[src/rtl/register_file_mp_pkg.sv]
// Shared constants, lane-winner payload and lane helpers for the multi-port register file.
package regfile_pkg;

    localparam int unsigned LANE_WIDTH = 8;
    localparam int unsigned MAX_PORTS  = 16;
    localparam int unsigned PORT_IDW   = 4;

    typedef struct packed {
        logic                valid;
        logic [PORT_IDW-1:0] port;
    } lane_win_t;

    function automatic logic [LANE_WIDTH-1:0] lane_merge(
        input logic [LANE_WIDTH-1:0] old_lane,
        input logic [LANE_WIDTH-1:0] new_lane,
        input logic                  mask
    );
        return mask ? new_lane : old_lane;
    endfunction

    // Highest-index requesting port wins the lane.
    function automatic lane_win_t prio_resolve(input logic [MAX_PORTS-1:0] hits);
        lane_win_t win;
        win = '0;
        for (int unsigned k = 0; k < MAX_PORTS; k++) begin
            if (hits[k]) begin
                win.valid = 1'b1;
                win.port  = PORT_IDW'(k);
            end
        end
        return win;
    endfunction

endpackage

[src/rtl/register_file_mp_if.sv]
// Bus bundle between issue/writeback logic (master) and the register file (slave).
interface register_file_mp_if #(
    parameter int unsigned NUM_REGISTERS = 8,
    parameter int unsigned DATA_WIDTH    = 16,
    parameter int unsigned NUM_READ      = 3,
    parameter int unsigned NUM_WRITE     = 2
);
    localparam int unsigned LANES = DATA_WIDTH / 8;
    localparam int unsigned IDW   = $clog2(NUM_REGISTERS);

    logic [NUM_WRITE-1:0]                      we;
    logic [NUM_WRITE-1:0][LANES-1:0]           write_lanes;
    logic [NUM_WRITE-1:0][IDW-1:0]             write_id;
    logic [NUM_WRITE-1:0][DATA_WIDTH-1:0]      write_data;
    logic [NUM_WRITE-1:0]                      write_release;
    logic                                      reserve;
    logic [IDW-1:0]                            reserve_id;
    logic [NUM_READ-1:0][IDW-1:0]              read_id;
    logic [NUM_READ-1:0][DATA_WIDTH-1:0]       read_data;
    logic [NUM_READ-1:0]                       read_busy;
    logic [NUM_REGISTERS-1:0]                  busy;
    logic                                      double_reserve;
    logic [NUM_REGISTERS-1:0][DATA_WIDTH-1:0]  registers;

    modport master (
        output we, write_lanes, write_id, write_data, write_release,
        output reserve, reserve_id, read_id,
        input  read_data, read_busy, busy, double_reserve, registers
    );

    modport slave (
        input  we, write_lanes, write_id, write_data, write_release,
        input  reserve, reserve_id, read_id,
        output read_data, read_busy, busy, double_reserve, registers
    );

endinterface

[src/rtl/register_file_mp_scoreboard.sv]
// Per-register busy scoreboard: reserve at issue, release at writeback.
module regfile_scoreboard #(
    parameter int unsigned NUM_REGISTERS = 8,
    parameter int unsigned NUM_READ      = 3,
    parameter int unsigned NUM_WRITE     = 2,
    parameter int unsigned BYPASS        = 1,
    localparam int unsigned IDW          = $clog2(NUM_REGISTERS)
) (
    input  logic                           clk,
    input  logic                           reset,
    input  logic [NUM_WRITE-1:0]           we_i,
    input  logic [NUM_WRITE-1:0]           write_release_i,
    input  logic [NUM_WRITE-1:0][IDW-1:0]  write_id_i,
    input  logic                           reserve_i,
    input  logic [IDW-1:0]                 reserve_id_i,
    input  logic [NUM_READ-1:0][IDW-1:0]   read_id_i,
    output logic [NUM_REGISTERS-1:0]       busy_o,
    output logic [NUM_READ-1:0]            read_busy_o,
    output logic                           double_reserve_o
);

    logic [NUM_REGISTERS-1:0] busy_q, busy_d;
    logic [NUM_REGISTERS-1:0] released;
    logic                     dbl_q, dbl_d;

    always_comb begin
        released = '0;
        for (int unsigned r = 0; r < NUM_REGISTERS; r++) begin
            for (int unsigned k = 0; k < NUM_WRITE; k++) begin
                if (we_i[k] && write_release_i[k] && (write_id_i[k] == IDW'(r)))
                    released[r] = 1'b1;
            end
        end
    end

    // Reserve is applied after release so a same-cycle reserve keeps the bit set.
    always_comb begin
        busy_d = busy_q & ~released;
        dbl_d  = 1'b0;
        if (reserve_i) begin
            dbl_d                = busy_q[reserve_id_i] & ~released[reserve_id_i];
            busy_d[reserve_id_i] = 1'b1;
        end
    end

    always_comb begin
        read_busy_o = '0;
        for (int unsigned j = 0; j < NUM_READ; j++) begin
            if (BYPASS != 0)
                read_busy_o[j] = busy_q[read_id_i[j]] & ~released[read_id_i[j]];
            else
                read_busy_o[j] = busy_q[read_id_i[j]];
        end
    end

    always_ff @(posedge clk) begin
        if (reset) begin
            busy_q <= '0;
            dbl_q  <= 1'b0;
        end else begin
            busy_q <= busy_d;
            dbl_q  <= dbl_d;
        end
    end

    assign busy_o           = busy_q;
    assign double_reserve_o = dbl_q;

endmodule

[src/rtl/register_file_mp.sv]
// Multi-port general register file: lane-masked writes with port priority, bypassed reads, busy scoreboard.
module register_file_mp
    import regfile_pkg::*;
#(
    parameter int unsigned NUM_REGISTERS = 8,
    parameter int unsigned DATA_WIDTH    = 16,
    parameter int unsigned NUM_READ      = 3,
    parameter int unsigned NUM_WRITE     = 2,
    parameter int unsigned BYPASS        = 1
) (
    input  logic              clk,
    input  logic              reset,
    register_file_mp_if.slave bus
);

    localparam int unsigned LANES = DATA_WIDTH / LANE_WIDTH;
    localparam int unsigned IDW   = $clog2(NUM_REGISTERS);

    logic [NUM_REGISTERS-1:0][DATA_WIDTH-1:0] regs_q, regs_d;

    // Per register and lane, pick the highest-index port writing it this cycle.
    always_comb begin : write_merge
        logic [MAX_PORTS-1:0]  hits;
        lane_win_t             win;
        logic [LANE_WIDTH-1:0] lane_new;
        regs_d   = regs_q;
        hits     = '0;
        win      = '0;
        lane_new = '0;
        for (int unsigned r = 0; r < NUM_REGISTERS; r++) begin
            for (int unsigned l = 0; l < LANES; l++) begin
                hits = '0;
                for (int unsigned k = 0; k < NUM_WRITE; k++)
                    hits[k] = bus.we[k] & bus.write_lanes[k][l] & (bus.write_id[k] == IDW'(r));
                win      = prio_resolve(hits);
                lane_new = '0;
                for (int unsigned k = 0; k < NUM_WRITE; k++) begin
                    if (win.port == PORT_IDW'(k))
                        lane_new = bus.write_data[k][l*LANE_WIDTH +: LANE_WIDTH];
                end
                regs_d[r][l*LANE_WIDTH +: LANE_WIDTH] =
                    lane_merge(regs_q[r][l*LANE_WIDTH +: LANE_WIDTH], lane_new, win.valid);
            end
        end
    end

    // Reads use the same lane-winner rule as the write path when forwarding.
    always_comb begin : read_path
        logic [MAX_PORTS-1:0]  hits;
        lane_win_t             win;
        logic [LANE_WIDTH-1:0] lane_new;
        logic [DATA_WIDTH-1:0] stored;
        bus.read_data = '0;
        hits          = '0;
        win           = '0;
        lane_new      = '0;
        stored        = '0;
        for (int unsigned j = 0; j < NUM_READ; j++) begin
            stored = regs_q[bus.read_id[j]];
            for (int unsigned l = 0; l < LANES; l++) begin
                hits = '0;
                for (int unsigned k = 0; k < NUM_WRITE; k++)
                    hits[k] = bus.we[k] & bus.write_lanes[k][l] & (bus.write_id[k] == bus.read_id[j]);
                win      = prio_resolve(hits);
                lane_new = '0;
                for (int unsigned k = 0; k < NUM_WRITE; k++) begin
                    if (win.port == PORT_IDW'(k))
                        lane_new = bus.write_data[k][l*LANE_WIDTH +: LANE_WIDTH];
                end
                bus.read_data[j][l*LANE_WIDTH +: LANE_WIDTH] =
                    lane_merge(stored[l*LANE_WIDTH +: LANE_WIDTH], lane_new,
                               win.valid && (BYPASS != 0));
            end
        end
    end

    always_ff @(posedge clk) begin
        if (reset) regs_q <= '0;
        else       regs_q <= regs_d;
    end

    assign bus.registers = regs_q;

    regfile_scoreboard #(
        .NUM_REGISTERS (NUM_REGISTERS),
        .NUM_READ      (NUM_READ),
        .NUM_WRITE     (NUM_WRITE),
        .BYPASS        (BYPASS)
    ) u_scoreboard (
        .clk              (clk),
        .reset            (reset),
        .we_i             (bus.we),
        .write_release_i  (bus.write_release),
        .write_id_i       (bus.write_id),
        .reserve_i        (bus.reserve),
        .reserve_id_i     (bus.reserve_id),
        .read_id_i        (bus.read_id),
        .busy_o           (bus.busy),
        .read_busy_o      (bus.read_busy),
        .double_reserve_o (bus.double_reserve)
    );

endmodule

[src/flat_wrapper.sv]
// flat-port wrapper written by rule: the top's interface ports become plain ports
module register_file_mp_flat import regfile_pkg::*;
#(
    parameter int unsigned NUM_REGISTERS = 8,
    parameter int unsigned DATA_WIDTH    = 16,
    parameter int unsigned NUM_READ      = 3,
    parameter int unsigned NUM_WRITE     = 2,
    parameter int unsigned BYPASS        = 1
)
  (clk, reset, bus_we, bus_write_lanes, bus_write_id, bus_write_data, bus_write_release, bus_reserve, bus_reserve_id, bus_read_id, bus_read_data, bus_read_busy, bus_busy, bus_double_reserve, bus_registers);
  register_file_mp_if #(.NUM_REGISTERS(NUM_REGISTERS), .DATA_WIDTH(DATA_WIDTH), .NUM_READ(NUM_READ), .NUM_WRITE(NUM_WRITE)) bus_i ();
  input  logic clk;
  input  logic reset;
  input wire logic [$bits(bus_i.we)-1:0] bus_we;
  input wire logic [$bits(bus_i.write_lanes)-1:0] bus_write_lanes;
  input wire logic [$bits(bus_i.write_id)-1:0] bus_write_id;
  input wire logic [$bits(bus_i.write_data)-1:0] bus_write_data;
  input wire logic [$bits(bus_i.write_release)-1:0] bus_write_release;
  input wire logic [$bits(bus_i.reserve)-1:0] bus_reserve;
  input wire logic [$bits(bus_i.reserve_id)-1:0] bus_reserve_id;
  input wire logic [$bits(bus_i.read_id)-1:0] bus_read_id;
  output wire logic [$bits(bus_i.read_data)-1:0] bus_read_data;
  output wire logic [$bits(bus_i.read_busy)-1:0] bus_read_busy;
  output wire logic [$bits(bus_i.busy)-1:0] bus_busy;
  output wire logic [$bits(bus_i.double_reserve)-1:0] bus_double_reserve;
  output wire logic [$bits(bus_i.registers)-1:0] bus_registers;
  assign bus_i.we = bus_we;
  assign bus_i.write_lanes = bus_write_lanes;
  assign bus_i.write_id = bus_write_id;
  assign bus_i.write_data = bus_write_data;
  assign bus_i.write_release = bus_write_release;
  assign bus_i.reserve = bus_reserve;
  assign bus_i.reserve_id = bus_reserve_id;
  assign bus_i.read_id = bus_read_id;
  assign bus_read_data = bus_i.read_data;
  assign bus_read_busy = bus_i.read_busy;
  assign bus_busy = bus_i.busy;
  assign bus_double_reserve = bus_i.double_reserve;
  assign bus_registers = bus_i.registers;
  register_file_mp #(.NUM_REGISTERS(NUM_REGISTERS), .DATA_WIDTH(DATA_WIDTH), .NUM_READ(NUM_READ), .NUM_WRITE(NUM_WRITE), .BYPASS(BYPASS)) u_core (.clk(clk), .reset(reset), .bus(bus_i));
endmodule
[config.mk]
export PLATFORM = sky130hd
export DESIGN_NAME = register_file_mp_flat
export DESIGN_NICKNAME = d
export VERILOG_FILES = /design/src/rtl/register_file_mp_pkg.sv /design/src/rtl/register_file_mp_if.sv /design/src/rtl/register_file_mp_scoreboard.sv /design/src/rtl/register_file_mp.sv /design/src/flat_wrapper.sv
export SDC_FILE = /design/constraint.sdc
export NUM_CORES = 1
export LEC_CHECK = 0
export CAP_MARGIN = 5
export CORE_MARGIN = 2
export CORE_UTILIZATION = 47
export DETAILED_ROUTE_END_ITERATION = 10
export PLACE_DENSITY = 0.78
export SYNTH_ARGS = -nofsm -noshare
export SYNTH_HDL_FRONTEND = slang
export SYNTH_SLANG_ARGS = --single-unit
[constraint.sdc]
create_clock -name clk -period 1.7 [get_ports clk]
set_clock_uncertainty 0.05 [all_clocks]
set_input_delay 0.255 -clock clk [delete_from_list [all_inputs] [get_ports clk]]
set_output_delay 0.255 -clock clk [all_outputs]
set_load 0.1 [all_outputs]
==> flow_metrics.tcl, run 1 <==
set metrics [dict create \
    yosysWarnings 0 \
    grt_use_total_pct 93.3 \
    synthXorXnorAreaFrac_pct 1.42 \
    ys_seq_area_share_pct 24.7 \
    io_buffers 248 \
    htree_levels 4 \
    synthFlopType "dfxtp_1" \
    row_count 56 \
    error_message "[ERROR GRT-0232] Routing congestion too high. Check the congestion heatmap in the GUI." \
    synth_edf_count 0 \
    initial_core_util_pct 47.5 \
    syn_avg_cell_area_sq_um 9.61 \
    synth_compound_area_share_pct 16.7 \
    routabilityCongestion 1.02 \
    synthMuxAreaShare_pct 36.6 \
    grt-worst-endpoint "bus_read_data[4]" \
    yosys.area.top_type "dfxtp_1" \
    hpwl_microns 42700 \
    synth_area_leaders "dfxtp_1 25%, mux4_2 20%, mux2i_1 16%, a211oi_1 7.0%, nor2_1 6.4%" \
    synth_top_cell_area_share_pct 24.7 \
    die_h_microns 158 \
    placed_area_sq_um 20400 \
    grt_max_degree 56 \
    synth_nets 1214 \
    cts_num_sinks 137 \
    cts_buffer_depth 2 \
    async_reset_ff_share_pct 0 \
    synth_simple_gate_area_share_pct 14.8 \
    dp.cells 1961 \
    synthAdderAreaFrac_pct 0 \
    ctsHoldBuffers 0 \
    stop_stage "global routing (5_1_grt)" \
    synth-seq-cells 137 \
    syn_inst 1153 \
    die_w_microns 158 \
    clock-root-buffer "clkbuf_16" \
    grt_overflow 879 \
    status "did not finish" \
    cts_buffers 17 \
    ios 249 \
    synth_top_family_by_area "multiplexers" \
    worst-ep-kind "output port" \
    synth.distinct_cells 53 \
    syn_area_sq_um 11100 \
]
cell usage after synthesis, drive strengths merged (2+ instances only):
master	instances
xor2	9
and3	2
mux4	99
nor2b	8
inv	3
nor2	195
xnor2	9
or3	2
nor4	8
nand4	2
a211oi	128
a21oi	58
mux2i	181
o21ai	53
nor3	8
a31oi	2
clkbuf	68
buf	58
nand3b	3
dfxtp	137
o221ai	9
nand2b	4
o22ai	6
nand3	16
nand2	70
or2	4
what timing repair did:
item | in CTS
pin swaps | 76
setup buffers | 53
gates cloned | 1
resized for setup | 149
endpoints found under the setup margin | 150
stage by stage:
stage | utilization, % | setup slack [ns] | TNS [ns] | hold slack (ns)
floorplan | - | -0.771 | -25.14 | 0.359
global placement | 87.4 | -0.828 | -92.61 | 0.509
detailed placement | 87.4 | -0.903 | -110.68 | 0.538
CTS | 93.8 | -0.810 | -30.81 | 0.172
cells by family after synthesis:
family	Yosys count
buf+inv	129
compound gates	264
simple gates	324
flops	137
mux	281
xor+xnor	18
per-layer routing:
| layer | overflow | track usage, % |
|---|---|---|
| met1 | 18 | 86.6 |
| met2 | 535 | 109 |
| met3 | 19 | 80.9 |
| met4 | 301 | 105 |
| met5 | 6 | 60.5 |
==> run 2, diff against run 1 <==
CORE_UTILIZATION = 35   (was 47)
PLACE_DENSITY = default   (was 0.78)
PLACE_DENSITY_LB_ADDON = 0.15   (was default)
clock period = 2.2 ns   (was 1.7 ns; I/O delays follow)
==> run 2 against run 1 <==
Effect of this change:
- the flow now finishes, with violations (setup timing)
- synthesized cell count stayed put
- synthesized area stayed put
==> flow_metrics.tcl, run 2 <==
set metrics [dict create \
    status "complete, but fails checks" \
    violations "setup timing" \
    io_buffers 248 \
    grt_pass1_vias 11300 \
    fin_crit_sh_pct 109 \
    synth-seq-cells 137 \
    rsz0062_at_grt "true" \
    cp_num_buf_inv 1 \
    clock-root-buffer "clkbuf_16" \
    cp-start-kind "flip-flop" \
    grt_use_total_pct 29.2 \
    initial_core_util_pct 35.3 \
    maxCapViolCount 0 \
    critPathTopFamily "multiplexers" \
    cts.clk_slew.worst_paths_ns 0.07 \
    yosys.area.top_type "dfxtp_1" \
    vias 11600 \
    async_reset_ff_share_pct 0 \
    critical_path.max_fanout 5 \
    cp.required_ns 1.82 \
    antenna_found_initial 2 \
    max_clock_freq_ghz 0.418 \
    slew_headroom_pct 66.7 \
    ys_seq_area_share_pct 24.7 \
    yosys.cell_count.top_type "nor2_1" \
    ctsHoldBuffers 0 \
    routabilityCongestion 0.947 \
    grt_overflow 0 \
    first_pass_iters 5 \
    cts_buffers 17 \
    fin_nets 1653 \
    cts_buffer_depth 2 \
    max_stage_delay_ns 0.52 \
    syn_to_final_growth_pct 68.6 \
    grt_pass1_wl_microns 72800 \
    synth.distinct_cells 53 \
    route.detailed.drc 0 \
    finalNonFillerCells 2007 \
    leakage_nw 7.35 \
    totalWireLength_microns 48200 \
    post_drt_via_cell_ratio 5.77 \
    fillers 2585 \
    final_cell_mix "358 x buf_4, 177 x mux2i_1, 168 x nor2_1" \
    synth_edf_count 0 \
    cts_tree "built" \
    wl_per_cell_microns 24.0 \
    cts_num_sinks 137 \
    finalPower_mw 9.19 \
    yosys-top-cells-count "189 x nor2_1, 181 x mux2i_1, 137 x dfxtp_1" \
    hpwl_microns 35500 \
    dp.cells 1902 \
    synthFlopType "dfxtp_1" \
    min_path_type "input pin to flip-flop" \
    layout_commonest_cell "buf_4" \
    die-area_sq_um 33100 \
    htree_levels 4 \
    drive_gt1_share_pct 60.7 \
    p_per_area_nw_per_um2 492 \
    critPathArrivalTime_ns 2.01 \
    path_cells "mux4_2 -> mux2i_2 -> nor2_1 -> a21oi_2 -> o21ai_4 -> buf_12" \
    die_w_microns 182 \
    slowest_stage "mux4_2" \
    syn_area_sq_um 11100 \
    syn_inst 1153 \
    hold_viol 0 \
    setup_slack_ns -0.194 \
    setup_violations 50 \
    synth_top_cell_area_share_pct 24.7 \
    syn_avg_cell_area_sq_um 9.61 \
    grt_max_degree 58 \
    ios 249 \
    largest_reg_flops 128 \
    core_sq_um 31400 \
    die_h_microns 182 \
    critPathCaptureType "primary output" \
    synth_nets 1214 \
    drt_iter0_markers 1163 \
    synth_area_leaders "dfxtp_1 25%, mux4_2 20%, mux2i_1 16%, a211oi_1 7.0%, nor2_1 6.4%" \
    slew_violations 0 \
    tightest_slew_ns 0.498 \
    row_count 65 \
    yosysWarnings 0 \
    crit_type "flip-flop to primary output" \
    min_period_ns 2.39 \
    ant_nets 0 \
    diodes 0 \
    clk_latency_ns 0.44 \
    vdd_drop_max_mv 0.556 \
]
[run 2: cell counts after synthesis]
No cell type changed its count.
[run 2: layout make-up]
| type | instances | area [sq um] | area share, % |
|---|---|---|---|
| inverters | 3 | 11.3 | 0.0602 |
| repair buffers | 546 | 5700 | 30.5 |
| multi-input cells | 887 | 8880 | 47.5 |
| flip-flops and latches | 137 | 2990 | 16.0 |
| clock buffers | 21 | 470 | 2.52 |
| clock inverters | 11 | 146 | 0.783 |
| well taps | 402 | 503 | 2.69 |
[run 2: cell families (layout without fill, tap and decap cells)]
logic type / after synthesis / in the layout / share of synthesized area [%]
buffers and inverters: 129 / 581 / 5.80
xor gates and xnor gates: 18 / 18 / 1.42
muxes: 281 / 281 / 36.6
DFF: 137 / 137 / 24.7
AOI/OAI and AO/OA: 264 / 264 / 16.7
and+or+nand+nor: 324 / 324 / 14.8
[run 2: what timing repair did]
action                     4_1_cts  5_1_grt
setup endpoints to repair       51       51
resized for setup              174       33
pin swaps                       43       28
gates cloned                     2        0
setup buffers                   65       13
[run 2: worst paths after layout]
check | startpoint | end | slack (ns) | depth (start not counted)
worst max-delay path | u_core.bus.registers[55] | bus_read_data[7] | -0.19 | 6
worst max register to register | u_core.u_scoreboard.busy_o[7] | u_core.u_scoreboard.double_reserve_o | 0.76 | 4
worst min-delay path | reset | u_core.u_scoreboard.busy_o[3] | 0.22 | 2
worst min register to register | u_core.bus.registers[87] | u_core.bus.registers[87] | 0.53 | 2
[run 2: layer usage]
metal | part of all wire (%) | up-vias | global-route usage (%)
met5 | 0.027 | - | 0
met4 | 1.9 | 2 | 8.16
met3 | 7.4 | 51 | 5.33
met2 | 44 | 500 | 42.9
met1 | 47 | 5786 | 43.6
li1 | - | 5235 | -
[run 2: metrics by stage]
stage / instance area (sq um) / TNS, ns / hold WS, ns / util, % / setup WS [ns]
finish: 18700 / -4.96 / 0.218 / 59.5 / -0.194
global route: 18700 / -8.23 / 0.220 / 59.5 / -0.243
CTS: 18500 / -5.14 / 0.214 / 59.0 / -0.183
detailed placement: 16900 / -31.11 / 0.498 / 53.7 / -0.509
global placement: 16900 / -30.07 / 0.493 / 53.7 / -0.497
floorplan: 12100 / -10.27 / 0.434 / - / -0.394
[run 2: report_power, final]
part	leakage, nW	internal (mW)	switching (mW)
combinational	5.86	1.27	2.15
sequential	1.19	2.55	0.110
clock	0.299	1.87	1.23
No activity file was read; power rests on OpenSTA's default activity.
==> run 3, diff against run 2 <==
PLACE_DENSITY = 0.7   (was default)
PLACE_DENSITY_LB_ADDON = default   (was 0.15)
==> run 3 against run 2 <==
Effect of this change:
- the run still ends with setup timing left
- register-to-register slack worse by 0.08 ns
- cell area fell by 0.46%
- first-iteration DRC count grew 26%
- sequential cell count unchanged
- count of clock-buffer cells in the layout fell by 4
- routed wire length grew 5.0%
- largest power group unchanged
- via count up 4.5%
- setup slack got worse by 0.032 ns
- critical endpoint is now bus_read_data[11]
- combinational power hardly changed
- largest cell class unchanged
- critical path depth unchanged
- non-clock buffer count decreased by 29
==> flow_metrics.tcl, run 3 (synthesized netlist as in run 2, its figures left out) <==
set metrics [dict create \
    cts_tree "built" \
    grt_max_degree 74 \
    status "complete, but fails checks" \
    ios 249 \
    maxCapViolCount 0 \
    hpwl_microns 35700 \
    max_stage_delay_ns 0.51 \
    cp-start-kind "flip-flop" \
    violations "setup timing" \
    totalWireLength_microns 50700 \
    leakage_nw 7.26 \
    seqPwrFrac_pct 29.7 \
    die_h_microns 182 \
    fin_nets 1624 \
    max_clock_freq_ghz 0.412 \
    die-area_sq_um 33100 \
    setup_slack_ns -0.226 \
    critical_path.max_fanout 5 \
    layout_commonest_cell "buf_4" \
    antenna_found_initial 1 \
    cp-endpoint "bus_read_data[11]" \
    first_pass_iters 5 \
    final.setup.tns_ns -5.52 \
    slew_violations 0 \
    grt_overflow 0 \
    drive_gt1_share_pct 60.1 \
    drt_iter0_markers 1464 \
    grt_use_total_pct 30.3 \
    ant_nets 0 \
    finalNonFillerCells 1979 \
    route.detailed.drc 0 \
    grt_pass1_wl_microns 76200 \
    io_buffers 248 \
    final_cell_mix "323 x buf_4, 175 x nor2_1, 173 x mux2i_1" \
    p_switching_mw 3.61 \
    intPower_mw 5.40 \
    crit_type "flip-flop to primary output" \
    cp-startpoint "u_core.bus.registers[123]" \
    core_sq_um 31400 \
    cts.clk_slew.worst_paths_ns 0.07 \
    die_w_microns 182 \
    grt_pass1_vias 12000 \
    placed_area_sq_um 16700 \
    critPathCaptureType "primary output" \
    setup_violations 49 \
    post_drt_via_cell_ratio 6.11 \
    row_count 65 \
    fin_util_pct 59.3 \
    routabilityCongestion 0.972 \
    combPwrFrac_pct 38.3 \
    slowest_stage "mux4_2" \
    r2r.worst_path.cells 5 \
    clock-root-buffer "clkbuf_16" \
    rrSetupSlack_ns 0.68 \
    min_path_type "input pin to flip-flop" \
    preCtsSetupSlack_ns -0.791 \
    design_area_sq_um 18600 \
    initial_core_util_pct 35.3 \
    hold_viol 0 \
    clkPwrFrac_pct 32.0 \
    hold_depth 3 \
    critPathArrivalTime_ns 2.05 \
    syn_to_final_growth_pct 67.9 \
    largest_reg_flops 128 \
    htree_levels 4 \
    tightest_slew_ns 0.565 \
    switching_share_pct 40.0 \
    reg2reg_to "u_core.u_scoreboard.double_reserve_o" \
    cts_buffer_depth 2 \
    min_period_ns 2.43 \
    dp.cells 1884 \
    vias 12100 \
    vdd_drop_max_mv 0.534 \
    wl_per_cell_microns 25.6 \
    slew_headroom_pct 62.2 \
    fillers 2446 \
    p_per_area_nw_per_um2 484 \
    clk_latency_ns 0.43 \
    fin_crit_sh_pct 110 \
    cts_buffers 17 \
    worst_r2r_startpoint "u_core.u_scoreboard.busy_o[6]" \
    cts_num_sinks 137 \
    min_from "reset" \
    cp.required_ns 1.82 \
    rsz0062_at_grt "true" \
    path_cells "mux4_2 -> mux2i_2 -> nor2_1 -> a21oi_2 -> o21ai_4 -> buf_12" \
]
[run 3: cell count changes in the layout (fill, tap and decap cells not counted), moves of 4 or more]
| cell | delta |
|---|---|
| nor2_1 | +7 |
| inv_6 | +4 |
| nor2_2 | -10 |
| buf_4 | -35 |
| a21oi_2 | -4 |
| dfxtp_4 | -5 |
| dfxtp_2 | +5 |
| mux2i_1 | -4 |
| a21oi_4 | +5 |
[run 3: power groups by stage]
stage / Sequential [mW] / Combinational (mW) / Clock, mW
after global placement: 2.74 / 3.16 / 0
final: 2.68 / 3.45 / 2.89
after global routing: 2.69 / 3.54 / 2.99
after detailed placement: 2.75 / 3.18 / 0
after CTS: 2.68 / 3.36 / 2.89
after floorplan: 3.28 / 1.52 / 0
[run 3: layout make-up]
class	count	area, sq um	area share (%)
diodes	1	2.50	0.0134
flip-flops and latches	137	2980	16.0
clock inverters	15	143	0.766
clock buffers	17	425	2.29
repair buffers	517	5620	30.2
well taps	402	503	2.70
multi-input cells	887	8930	48.0
inverters	3	11.3	0.0605
[run 3: worst min-delay path by stage]
| stage | to |
|---|---|
| 2_1_floorplan | u_core.u_scoreboard.double_reserve_o |
| 3_3_place_gp | u_core.u_scoreboard.busy_o[4] |
| 3_5_place_dp | u_core.u_scoreboard.busy_o[4] |
| 4_1_cts | u_core.u_scoreboard.busy_o[3] |
| 5_1_grt | u_core.u_scoreboard.busy_o[3] |
| 6_report | u_core.bus.registers[79] |
[run 3: what timing repair did]
| item | 4_1_cts | 5_1_grt |
|---|---|---|
| endpoints found under the hold margin | 0 | 0 |
| gates resized for setup | 167 | 49 |
| hold buffers | 0 | 0 |
| setup endpoints to repair | 56 | 51 |
| cloned | 5 | 2 |
| buffers inserted | 41 | 19 |
| pin swaps | 42 | 26 |
[run 3: stage by stage]
step | hold WS (ns) | total power [mW]
floorplan | 0.434 | 4.80
global placement | 0.498 | 5.90
detailed placement | 0.495 | 5.93
CTS | 0.359 | 8.93
global route | 0.380 | 9.22
finish | 0.352 | 9.01
[run 3: critical path, delay by kind of cell (launching register included)]
kind	cells	cell delay, ns
AOI/OAI and AO/OA	2	0.25
buffers and inverters	1	0.17
DFF	1	0.37
muxes	2	0.75
and+or+nand+nor	1	0.08
[run 3: routing by layer]
metal	GRT usage, %	vias to the layer above	part of all wire (%)
met3	5.74	135	9.8
li1	-	5175	-
met1	41.9	5971	41
met5	0	-	0
met2	46.2	811	45
met4	13.6	0	4.6
==> run 4, diff against run 3 <==
CTS_BUF_LIST = sky130_fd_sc_hd__clkbuf_8   (was default)
==> run 4 against run 3 <==
Effect of this change:
- the flow still finishes with violations (setup timing)
- routed wire length fell by 2.4%
- fmax fell by 0.61%
- combinational power decreased by 1%
- setup slack worse by 0.015 ns
- first-iteration DRC count decreased by 10%
- global-route usage is 0.42 points lower
- register-to-register slack lost 0.02 ns
- critical path depth unchanged
- critical endpoint is now bus_read_data[47]
- largest power group unchanged
- highest routed layer unchanged
==> flow_metrics.tcl, run 4 (synthesized netlist as in run 2, its figures left out) <==
set metrics [dict create \
    largest_reg_flops 128 \
    ctsHoldBuffers 0 \
    final.setup.tns_ns -7.60 \
    vias 11900 \
    busiest_layer "met2" \
    grt_max_degree 74 \
    cts_num_sinks 137 \
    rrSetupSlack_ns 0.66 \
    ios 249 \
    cp-start-kind "flip-flop" \
    drive_gt1_share_pct 59.6 \
    vdd_drop_max_mv 0.337 \
    initial_core_util_pct 35.3 \
    setup_slack_ns -0.241 \
    cts_buffers 17 \
    die-area_sq_um 33100 \
    maxCapViolCount 0 \
    p_per_area_nw_per_um2 450 \
    post_drt_via_cell_ratio 6.04 \
    clk_latency_ns 0.47 \
    core_sq_um 31400 \
    ant_nets 0 \
    grt_pass1_wl_microns 75200 \
    max_clock_freq_ghz 0.410 \
    hpwl_microns 35700 \
    critPathCaptureType "primary output" \
    final_cell_mix "323 x buf_4, 178 x nor2_1, 172 x mux2i_1" \
    min_period_ns 2.44 \
    cts_buffer_depth 2 \
    crit_type "flip-flop to primary output" \
    route.detailed.drc 0 \
    drt_iter0_markers 1316 \
    clock-root-buffer "clkbuf_8" \
    row_count 65 \
    routabilityCongestion 0.972 \
    slew_violations 0 \
    grt_pass1_vias 11900 \
    finalPower_mw 8.20 \
    grt_use_total_pct 29.9 \
    grt_util_met1_pct 41.4 \
    min_path_type "input pin to flip-flop" \
    grt_overflow 0 \
    first_pass_iters 5 \
    critical_path.max_fanout 4 \
    die_h_microns 182 \
    fin_nets 1618 \
    hold_viol 0 \
    syn_to_final_growth_pct 64.5 \
    layout_commonest_cell "buf_4" \
    totalWireLength_microns 49500 \
    met3_usage_pct 6.72 \
    wl_per_cell_microns 25.1 \
    fin_crit_sh_pct 111 \
    setup_violations 50 \
    cts_tree "built" \
    htree_levels 4 \
    status "complete, but fails checks" \
    cts.clk_slew.worst_paths_ns 0.10 \
    die_w_microns 182 \
    rsz0062_at_grt "true" \
    slew_headroom_pct 61.7 \
    critPathArrivalTime_ns 2.06 \
    leakage_nw 7.10 \
    violations "setup timing" \
    io_buffers 248 \
    cp.required_ns 1.82 \
    antenna_found_initial 1 \
    use_met2_pct 45.9 \
    tightest_slew_ns 0.573 \
]
==> run 4: per-layer routing <==
| layer | wire length, microns | vias to the layer above |
|---|---|---|
| met5 | 0 | - |
| met4 | 1940 | 0 |
| met3 | 4690 | 114 |
| met2 | 22000 | 719 |
| met1 | 20800 | 5922 |
| li1 | - | 5161 |
==> run 4: report_power, final <==
| part | switching [mW] | leakage (nW) | internal [mW] | total [mW] |
|---|---|---|---|---|
| registers | 0.118 | 1.18 | 2.55 | 2.67 |
| logic | 2.16 | 5.72 | 1.24 | 3.41 |
| clock network | 1.21 | 0.195 | 0.917 | 2.13 |
==> run 4: through the flow <==
stage          setup slack [ns]  instance area (sq um)  std cells  hold slack, ns  utilization (%)
3_5_place_dp             -0.791                  16700       1884           0.495             53.3
5_1_grt                  -0.300                  18200       1973           0.321             58.1
3_3_place_gp             -0.803                  16700       1884           0.498             53.3
6_report                 -0.241                  18200       1973           0.305             58.1
2_1_floorplan            -0.394                  12100       1153           0.434                -
4_1_cts                  -0.216                  18100       1964           0.315             57.6
==> run 4: what timing repair did <==
action,CTS,global route
setup buffers,44,11
setup endpoints to repair,51,51
gates resized for setup,161,35
gates cloned,4,0
pin swaps,43,22
==> run 4: critical path, cell delays in order, from the launching register on <==
cell and delay (ns):
dfxtp_4 0.37, mux4_2 0.50, mux2i_1 0.20, nor2_1 0.08, a21oi_2 0.16, o21ai_4 0.09, buf_12 0.17
==> run 4: worst paths after layout <==
kind | from | endpoint | cells after the start
max reg2reg | u_core.u_scoreboard.busy_o[7] | u_core.u_scoreboard.double_reserve_o | 5
max | u_core.bus.registers[127] | bus_read_data[47] | 6
min | reset | u_core.u_scoreboard.busy_o[3] | 3
min reg2reg | u_core.bus.registers[61] | u_core.bus.registers[61] | 2
==> run 4: cell type report <==
cell class | instances | area, sq um
Tap cell | 402 | 503
Multi-Input combinational cell | 887 | 8880
Clock inverter | 15 | 143
Timing Repair Buffer | 511 | 5480
Fill cell | 2535 | 13200
Antenna cell | 1 | 2.50
Inverter | 3 | 11.3
Clock buffer | 17 | 234
Sequential cell | 137 | 2980
